**config.mk**
```make
export PLATFORM = sky130hd
export DESIGN_NAME = vga_timing_ctrl
export DESIGN_NICKNAME = d
export VERILOG_FILES = /design/src/rtl/vga_timing_ctrl.sv
export SDC_FILE = /design/constraint.sdc
export NUM_CORES = 1
export LEC_CHECK = 0
export ABC_AREA = 1
export CORE_ASPECT_RATIO = 0.8
export CORE_MARGIN = 2
export CORE_UTILIZATION = 42
export CTS_CLUSTER_SIZE = 30
export DETAILED_ROUTE_END_ITERATION = 10
export GPL_ROUTABILITY_DRIVEN = 1
export PLACE_DENSITY_LB_ADDON = 0.2
export REMOVE_ABC_BUFFERS = 1
export SLEW_MARGIN = 25
export SYNTH_ARGS = -nofsm -noshare
export SYNTH_HDL_FRONTEND = slang
export SYNTH_SLANG_ARGS = --single-unit
```
**constraint.sdc**
```tcl
create_clock -name clk -period 1.4 [get_ports clk]
set_input_delay 0.28 -clock clk [delete_from_list [all_inputs] [get_ports clk]]
set_output_delay 0.28 -clock clk [all_outputs]
set_load 0.01 [all_outputs]
```
**src/rtl/vga_timing_ctrl.sv**
```systemverilog
// vga_timing_ctrl: 640x480@60 pixel timing, sync generation and registered DAC drive.
// Optional build macro VGA_TEST_PATTERN_EN adds a test_mode input that replaces RGB with 8 colour bars.
module vga_timing_ctrl #(
   parameter int CLK_DIV  = 2,
   parameter int H_ACTIVE = 640,
   parameter int H_FP     = 16,
   parameter int H_SYNC   = 96,
   parameter int H_BP     = 48,
   parameter int V_ACTIVE = 480,
   parameter int V_FP     = 10,
   parameter int V_SYNC   = 2,
   parameter int V_BP     = 33
) (
   input  logic       clk,
   input  logic       rst,
`ifdef VGA_TEST_PATTERN_EN
   input  logic       test_mode,
`endif
   output logic [9:0] x,
   output logic [9:0] y,
   input  logic [7:0] red_in,
   input  logic [7:0] green_in,
   input  logic [7:0] blue_in,
   output logic       frame_start,
   output logic       vga_clk,
   output logic [7:0] vga_r,
   output logic [7:0] vga_g,
   output logic [7:0] vga_b,
   output logic       hsync_n,
   output logic       vsync_n,
   output logic       blank_n,
   output logic       sync_n
);

   localparam int DIV_W = $clog2(CLK_DIV);
   localparam logic [DIV_W-1:0] DIV_LAST = DIV_W'(CLK_DIV - 1);
   localparam logic [DIV_W-1:0] DIV_HALF = DIV_W'(CLK_DIV / 2);

   localparam logic [9:0] H_VIS    = 10'(H_ACTIVE);
   localparam logic [9:0] H_LAST   = 10'(H_ACTIVE + H_FP + H_SYNC + H_BP - 1);
   localparam logic [9:0] HS_START = 10'(H_ACTIVE + H_FP);
   localparam logic [9:0] HS_END   = 10'(H_ACTIVE + H_FP + H_SYNC - 1);
   localparam logic [9:0] V_VIS    = 10'(V_ACTIVE);
   localparam logic [9:0] V_LAST   = 10'(V_ACTIVE + V_FP + V_SYNC + V_BP - 1);
   localparam logic [9:0] VS_START = 10'(V_ACTIVE + V_FP);
   localparam logic [9:0] VS_END   = 10'(V_ACTIVE + V_FP + V_SYNC - 1);

   logic [DIV_W-1:0] div_cnt;
   logic [DIV_W-1:0] div_next;
   logic             pix_en;
   logic [9:0]       h_cnt;
   logic [9:0]       v_cnt;
   logic             active;
   logic             hs_next;
   logic             vs_next;
   logic [7:0]       r_next;
   logic [7:0]       g_next;
   logic [7:0]       b_next;

`ifdef VGA_TEST_PATTERN_EN
   localparam logic [9:0] BAR_W = 10'(H_ACTIVE / 8);
   logic [2:0] bar;
   assign bar = 3'(h_cnt / BAR_W);
`endif

   assign pix_en   = (div_cnt == DIV_LAST);
   assign div_next = pix_en ? '0 : div_cnt + 1'b1;

   // vga_clk is driven from the next divider value so the register output matches div_cnt
   always_ff @(posedge clk or posedge rst) begin
      if (rst) begin
         div_cnt <= '0;
         vga_clk <= 1'b0;
      end else begin
         div_cnt <= div_next;
         vga_clk <= (div_next >= DIV_HALF);
      end
   end

   always_ff @(posedge clk or posedge rst) begin
      if (rst) begin
         h_cnt <= '0;
         v_cnt <= '0;
      end else if (pix_en) begin
         if (h_cnt == H_LAST) begin
            h_cnt <= '0;
            v_cnt <= (v_cnt == V_LAST) ? 10'd0 : v_cnt + 10'd1;
         end else begin
            h_cnt <= h_cnt + 10'd1;
         end
      end
   end

   assign x           = h_cnt;
   assign y           = v_cnt;
   assign frame_start = pix_en && (h_cnt == 10'd0) && (v_cnt == 10'd0);
   assign sync_n      = 1'b1;

   always_comb begin
      active  = (h_cnt < H_VIS) && (v_cnt < V_VIS);
      hs_next = !((h_cnt >= HS_START) && (h_cnt <= HS_END));
      vs_next = !((v_cnt >= VS_START) && (v_cnt <= VS_END));
      r_next  = 8'h00;
      g_next  = 8'h00;
      b_next  = 8'h00;
      if (active) begin
`ifdef VGA_TEST_PATTERN_EN
         if (test_mode) begin
            r_next = {8{bar[2]}};
            g_next = {8{bar[1]}};
            b_next = {8{bar[0]}};
         end else begin
            r_next = red_in;
            g_next = green_in;
            b_next = blue_in;
         end
`else
         r_next = red_in;
         g_next = green_in;
         b_next = blue_in;
`endif
      end
   end

   // One shared register stage keeps syncs, blanking and colour aligned at the DAC
   always_ff @(posedge clk or posedge rst) begin
      if (rst) begin
         vga_r   <= 8'h00;
         vga_g   <= 8'h00;
         vga_b   <= 8'h00;
         hsync_n <= 1'b1;
         vsync_n <= 1'b1;
         blank_n <= 1'b0;
      end else if (pix_en) begin
         vga_r   <= r_next;
         vga_g   <= g_next;
         vga_b   <= b_next;
         hsync_n <= hs_next;
         vsync_n <= vs_next;
         blank_n <= active;
      end
   end

endmodule

```
## Word-level counts from Yosys, hierarchy flattened

Cells that the tools add are included.

- Add/sub/neg operators: 3
- Magnitude comparators: 7
- Equal/unequal tests: 2
- Multiplexer cells: 6
- Reductions and logical operators: 10

Operator list:

| cell | number |
|---|---|
| $mux 8 | 3 |
| $add 10x1->10 const B | 2 |
| $eq 10x10->1 const B | 2 |
| $logic_not 10->1 | 2 |
| $mux 10 | 2 |
| $ge 10x10->1 const B | 1 |
| $ge 10x9->1 const B | 1 |
| $le 10x10->1 const B | 1 |
| $le 10x9->1 const B | 1 |
| $lt 10x10->1 const B | 1 |
| $lt 10x9->1 const B | 1 |
| $logic_and 1x1->1 | 5 |
| $logic_not 1->1 | 2 |
| $reduce_and 2->1 | 1 |
| $add 1x1->1 const B | 1 |
| $ge 1x1->1 const B | 1 |
| $mux 1 | 1 |

- Flip-flop bits (word level): 49
- Input bits: 26
- Output and inout port bits: 50
- Word-level logic and storage cells: 38

## Depth between registers and ports, before layout

Gate-level depths: netlist of run 1.

- Depth after elaboration: 3
- Mapped depth: 7
- Gate-level depth less buffers: 7

## Worst setup path before layout of run 1

OpenSTA, ideal clock, no wires.

- Path kind: flip-flop to output port
- From: reg v_cnt[0], in the netlist y[0]
- To: out frame_start
- Arrival time: 1222 ps
- Data required time: 1120 ps
- Setup slack: -102 ps
- Cell stages (with the launch flop): 7
- Buffers on the path: 0
- Cell sequence: dfrtp_1 -> inv_1 -> ha_1 -> inv_1 -> nor2_1 -> nand4_1 -> nor4_1

- Word-level cells in the longest chain between the ends: 2

Ends and longest elaborated chain:

| what | line | RTL |
|---|---|---|
| from (decl) | 52 | `logic [9:0] v_cnt;` |
| from (signal assigned) | 87 | `v_cnt <= (v_cnt == V_LAST) ? 10'd0 : v_cnt + 10'd1;` |
| $logic_not 10->1 | 96 | `assign frame_start = pix_en && (h_cnt == 10'd0) && (v_cnt == 10'd0);` |
| $logic_and 1x1->1 | 96 |  |
| to (decl) | 24 | `output logic frame_start,` |

Every way passes these cells.

## Final worst setup path of run 1

Ends and elaborated chain as after synthesis.

==> out/qor.yml, run 1 <==
outcome: "finished, violations left"
violations: "setup timing"
crit_type: "reg2out"
rsz0062_at_grt: "true"
syn_inst: 284
drt_pass1_iterations: 4
r2r-start: "x[1]"
fmax_mhz: 562
synth.ff_latch_count: 48
nFillCells: 441
r2r_end: "y[5]"
final_nets: 442
cts_buffers: 5
io_buffers: 74
drv_cap: 0
overflow: 0
p_per_area_mw_per_mm2: 689
dpl.hpwl_mm: 4.48
grt_pass1_wl_mm: 10.4
grt_max_degree: 29
drive_gt1_share_pct: 32.9
hold_buffers: 0
end_kind: "output port"
drv_slew: 0
hp-class: "in2async"
place.gp.congestion: 0.877
drt-total-wl_mm: 6.44
coreArea_mm2: 0.00556
postLayoutCellArea_mm2: 0.00393
synth_edf_count: 0
die_w_um: 89.4
antenna_found_initial: 0
skew_ns: 0.00219
min_period_ns: 1.78
setup_viol: 13
final_antenna_net_count: 0
area_growth_pct: 60.1
fin_ws_ns: -0.379
drt_iter0_drc: 110
initial_utilization_pct: 44.1
rows: 24
die_area_mm2: 0.00647
grt_usage_pct: 20.6
cts_root_buf: "clkbuf_8"
synth_area_leader_cell: "dfrtp_1"
synthFlopType: "dfrtp_1"
final_common_cell: "nand2_1"
post-route-drc-count: 0
cp-start-kind: "flip-flop"
clk_latency_ns: 0.30
crit_path_max_fanout: 2
clk_pin_slew_ns: 0.09
synth_area_leaders: "dfrtp_1, nand2_1, o21ai_2, inv_1, nand3_1"
clock-sinks: 48
via_count: 2367
critical_path_arrival_ns: 1.50
placed_area_mm2: 0.00358
ys_types: 29
clock_path_buffers: 2
mostFrequentLayoutCells: "nand2_1, inv_1, dfrtp_1, buf_4"
cts_tree: "built"
synth_top_area_share_pct: 47.0
ys_async_sr_fraction_pct: 100
grt_pass1_vias: 2316
irDropWorstVdd_v: 0.000479
avgSynthCellArea_um2: 8.63
syn_area_mm2: 0.00245
tns_ns: -1.15
ios: 76
hold_viol: 0
wl_per_cell_um: 13.1
synth_warnings: 0
period_share_pct: 127
worstRegToRegCells: 9
worst-r2r-setup-slack_ns: -0.08
leakagePower_nw: 1.88
cp_data_required_time_ns: 1.12
cts_max_level: 2
yosysSeqAreaShare_pct: 49.1
diodes: 0
viasPerCell: 4.82
die_h_um: 72.3
how the worst max path moves through the flow:
stage	startpoint	endpoint	slack, ns	depth (start not counted)
after floorplan	div_cnt	frame_start	-0.54	4
after global placement	y[0]	frame_start	-0.50	7
after detailed placement	y[0]	frame_start	-0.54	7
after CTS	y[0]	frame_start	-0.39	7
after global routing	y[1]	frame_start	-0.52	7
final	y[0]	frame_start	-0.38	7
sequential cells by signal (all words and copies together), names as in the netlist:
signal and flops:
x 10, y 10, vga_b 8, vga_g 8, vga_r 8, blank_n 1
div_cnt 1, hsync_n 1, vsync_n 1
synth_stat cells, types with 4 or more instances:
master / number
nand4_1: 8
nor3_1: 4
xor2_1: 7
inv_1: 49
buf_2: 4
o21ai_0: 13
ha_1: 4
o21ai_2: 22
nand3_1: 18
nor2_1: 19
nand2_1: 62
dfrtp_1: 46
cell type report:
class	count	area, um2	area share, %
sequential	48	1200	30.7
timing repair inverter	1	8.76	0.223
timing repair buffer	130	1160	29.6
multi-input combinational	176	1150	29.2
tap	78	97.6	2.49
clock inverter	3	46.3	1.18
inverter	50	193	4.91
clock buffer	5	68.8	1.75
repair_timing:
action                                  in CTS  in global routing
cloned                                       2                  0
gates resized for setup                    104                 46
setup buffers                                7                 13
pin swaps                                    5                 13
endpoints found under the setup margin      62                 33
per-stage QoR:
step / util [%] / worst slack, ns / total power, W / cells / hold WS, ns
6_report: 70.7 / -0.379 / 0.00270 / 491 / 0.242
5_1_grt: 70.7 / -0.517 / 0.00279 / 491 / 0.266
4_1_cts: 68.3 / -0.391 / 0.00272 / 486 / 0.244
3_5_place_dp: 64.4 / -0.539 / 0.00172 / 469 / 0.468
3_3_place_gp: 64.4 / -0.503 / 0.00172 / 469 / 0.462
2_1_floorplan: - / -0.541 / 0.00155 / 274 / 0.423
worst max-delay path: stages (launching register included):
cell and delay [ns]:
dfrtp_1 0.40, inv_2 0.06, ha_1 0.13, inv_1 0.07, nor2_1 0.09, nand4_1 0.10, nor4_2 0.16, buf_2 0.17
routing by layer:
layer | routed length [um] | track usage [%] | up-vias
met2 | 2990 | 32.3 | 104
met1 | 2830 | 28.2 | 1106
met3 | 580 | 6.60 | 7
li1 | - | - | 1150
met4 | 42 | 4.64 | 0
met5 | 0 | 0 | -
report_power, final:
group,internal [W],leakage (nW),total [W],switching (W)
Combinational,0.000130,1.23,0.000223,0.0000930
Clock,0.000539,0.0548,0.00104,0.000502
Sequential,0.00142,0.588,0.00144,0.0000186
kinds of logic (layout without fill, tap and decap cells):
group                      count (synthesis)  count (layout)  share of synthesized area (%)
AOI/OAI and AO/OA                         40              40                           11.6
xor gates and xnor gates                  10              10                           3.57
adders and majority gates                  4               4                           2.04
buffers and inverters                     60             189                           10.7
DFF                                       48              48                           49.1
other                                      1               1                          0.153
and+or+nand+nor                          121             121                           22.8
(Power assumes the default switching activity.)
==> run 2: changes to the inputs <==
Settings changed: ABC_AREA 1 to unset, CORE_UTILIZATION 42 to 40, CTS_BUF_LIST set to sky130_fd_sc_hd__clkbuf_16.
==> out/qor.yml, run 2 <==
viasPerCell: 5.30  # +10%
initial_utilization_pct: 42.2  # -1.9 points
rows: 23  # -4.2%
hold_buffers: 0  # unchanged
clock-sinks: 48  # unchanged
yosysMostFrequentCell: "dfrtp_1"
cts_buffers: 5  # unchanged
synth_edf_count: 0  # unchanged
end_kind: "output port"
area_growth_pct: 74.6
skew_ns: 0.00638  # +0.00419 ns
holdWs_ns: 0.344  # +0.102 ns
die_w_um: 86.2  # -3.6%
min_period_ns: 1.71  # -0.0702 ns
yosysSeqAreaShare_pct: 55.7  # +6.6 points
yosys-top-cells-count: "dfrtp_1, a22o_1, nor2_1"
coreArea_mm2: 0.00512  # -7.8%
syn_inst: 186  # -35%
overflow: 0  # unchanged
place.gp.congestion: 0.848  # -3.3%
fmax_mhz: 585  # +4.1%
syn_area_mm2: 0.00216  # -12%
avgSynthCellArea_um2: 11.6  # +35%
setup_viol: 33  # +20
cts_tree: "built"
antenna_found_initial: 0  # unchanged
outcome: "finished, violations left"
crit_path_max_fanout: 2  # unchanged
p_per_area_mw_per_mm2: 795  # +15%
cp_data_required_time_ns: 1.12  # about the same
post-route-drc-count: 0  # unchanged
synth.ff_latch_count: 48  # unchanged
synth_warnings: 0  # unchanged
grt_pass1_vias: 2022  # -13%
critical_path_arrival_ns: 1.43  # -0.07 ns
ys_async_sr_fraction_pct: 100  # unchanged
synth_area_leader_cell: "dfrtp_1"
fin_ws_ns: -0.309  # +0.0702 ns
cts_max_level: 2  # unchanged
via_count: 2020  # -15%
die_h_um: 69.8  # -3.6%
ios: 76  # unchanged
final_antenna_net_count: 0  # unchanged
grt_max_degree: 49  # +69%
mostFrequentLayoutCells: "dfrtp_1, buf_4, dlygate4sd2_1, clkdlybuf4s50_1, a22o_1"
layout.cells.non_filler: 381  # -22%
dpl.hpwl_mm: 3.82  # -15%
die_area_mm2: 0.00601  # -7.0%
synthFlopType: "dfrtp_1"
drv_cap: 0  # unchanged
hp-class: "in2async"
crit_type: "reg2out"
synth_area_leaders: "dfrtp_1, a22o_1, xnor2_1, dfstp_2, ha_1"
drt_pass1_iterations: 4  # unchanged
grt_pass1_wl_mm: 9.83  # -5.9%
diodes: 0  # unchanged
violations: "setup timing"
clk_pin_slew_ns: 0.06  # -0.03 ns
clk_latency_ns: 0.29  # about the same
p_total_w: 0.00300  # +11%
wl_per_cell_um: 17.3  # +32%
synth_top_area_share_pct: 53.2  # +6.3 points
numPlacedInstances: 348  # -26%
final_common_cell: "dfrtp_1"
tns_ns: -2.96  # -1.80 ns
drive_gt1_share_pct: 36.7  # +3.7 points
drv_slew: 0  # unchanged
drt-total-wl_mm: 6.59  # +2.3%
cts_root_buf: "clkbuf_16"
hold_viol: 0  # unchanged
cp-start-kind: "flip-flop"
final_nets: 348  # -21%
clock_path_buffers: 2  # unchanged
period_share_pct: 122  # -5.0 points
grt_usage_pct: 20.9  # +0.24 points
preCtsSetupSlack_ns: -0.419  # +0.120 ns
leakagePower_nw: 1.86  # -1.0%
io_buffers: 74  # unchanged
drt_iter0_drc: 87  # -21%
rsz0062_at_grt: "true"
irDropWorstVdd_v: 0.000673  # +41%
ys_types: 38  # +31%
-- run 2: per-stage QoR --
step,util [%],area (um2)
global route,73.7,3770
CTS,70.1,3590
finish,73.7,3770
floorplan,-,2080
detailed placement,62.4,3200
global placement,62.4,3200
-- run 2: cells by family after synthesis --
kind of cell	Yosys count	synth area share [%]
AND/OR/NAND/NOR	61	16.6
adder cells (fa/ha/maj)	4	2.31
XOR/XNOR	10	4.05
other	1	0.173
AO/OA/AOI/OAI	43	15.3
multiplexers	2	0.926
flip-flops	48	55.7
buffers and inverters	17	4.92
-- run 2: area by class of cell --
class	count	area, um2
sequential	48	1200
fill	379	1350
multi-input combinational	122	1010
inverter	7	26.3
clock inverter	3	42.5
tap	62	77.6
timing repair buffer	134	1280
clock buffer	5	125
-- run 2: critical path: stages (launching register included) --
cell and delay (ns):
dfrtp_1 0.40, inv_2 0.09, ha_4 0.12, and2b_2 0.16
nand3_2 0.07, nor3_2 0.16, buf_2 0.15
-- run 2: what timing repair did --
| item | CTS | global route |
|---|---|---|
| resized for setup | 102 | 42 |
| pin swaps | 25 | 24 |
| endpoints found under the setup margin | 81 | 58 |
| cloned | 2 | 2 |
| buffers inserted | 15 | 11 |
-- run 2: worst paths after layout --
kind / slack, ns / from / depth (start not counted) / endpoint
max in group asynchronous: 0.77 / rst / 3 / hsync_n
min: 0.34 / rst / 3 / y[5]
max: -0.31 / y[1] / 6 / frame_start
min in group clk: 0.48 / blank_n / 1 / blank_n
min reg2reg: 0.48 / blank_n / 1 / blank_n
max reg2reg: -0.26 / x[7] / 5 / y[4]
-- run 2: where the power goes --
| group | internal (W) | total (W) | switching [W] |
|---|---|---|---|
| registers | 0.00142 | 0.00144 | 0.0000180 |
| clock network | 0.000839 | 0.00136 | 0.000516 |
| logic | 0.000124 | 0.000205 | 0.0000811 |
-- run 2: per-layer routing --
layer	wire, um	up-vias	GRT usage (%)
li1	-	942	-
met1	3000	999	30.0
met2	3140	65	31.3
met3	302	14	4.17
met4	140	0	7.81
met5	0	-	0
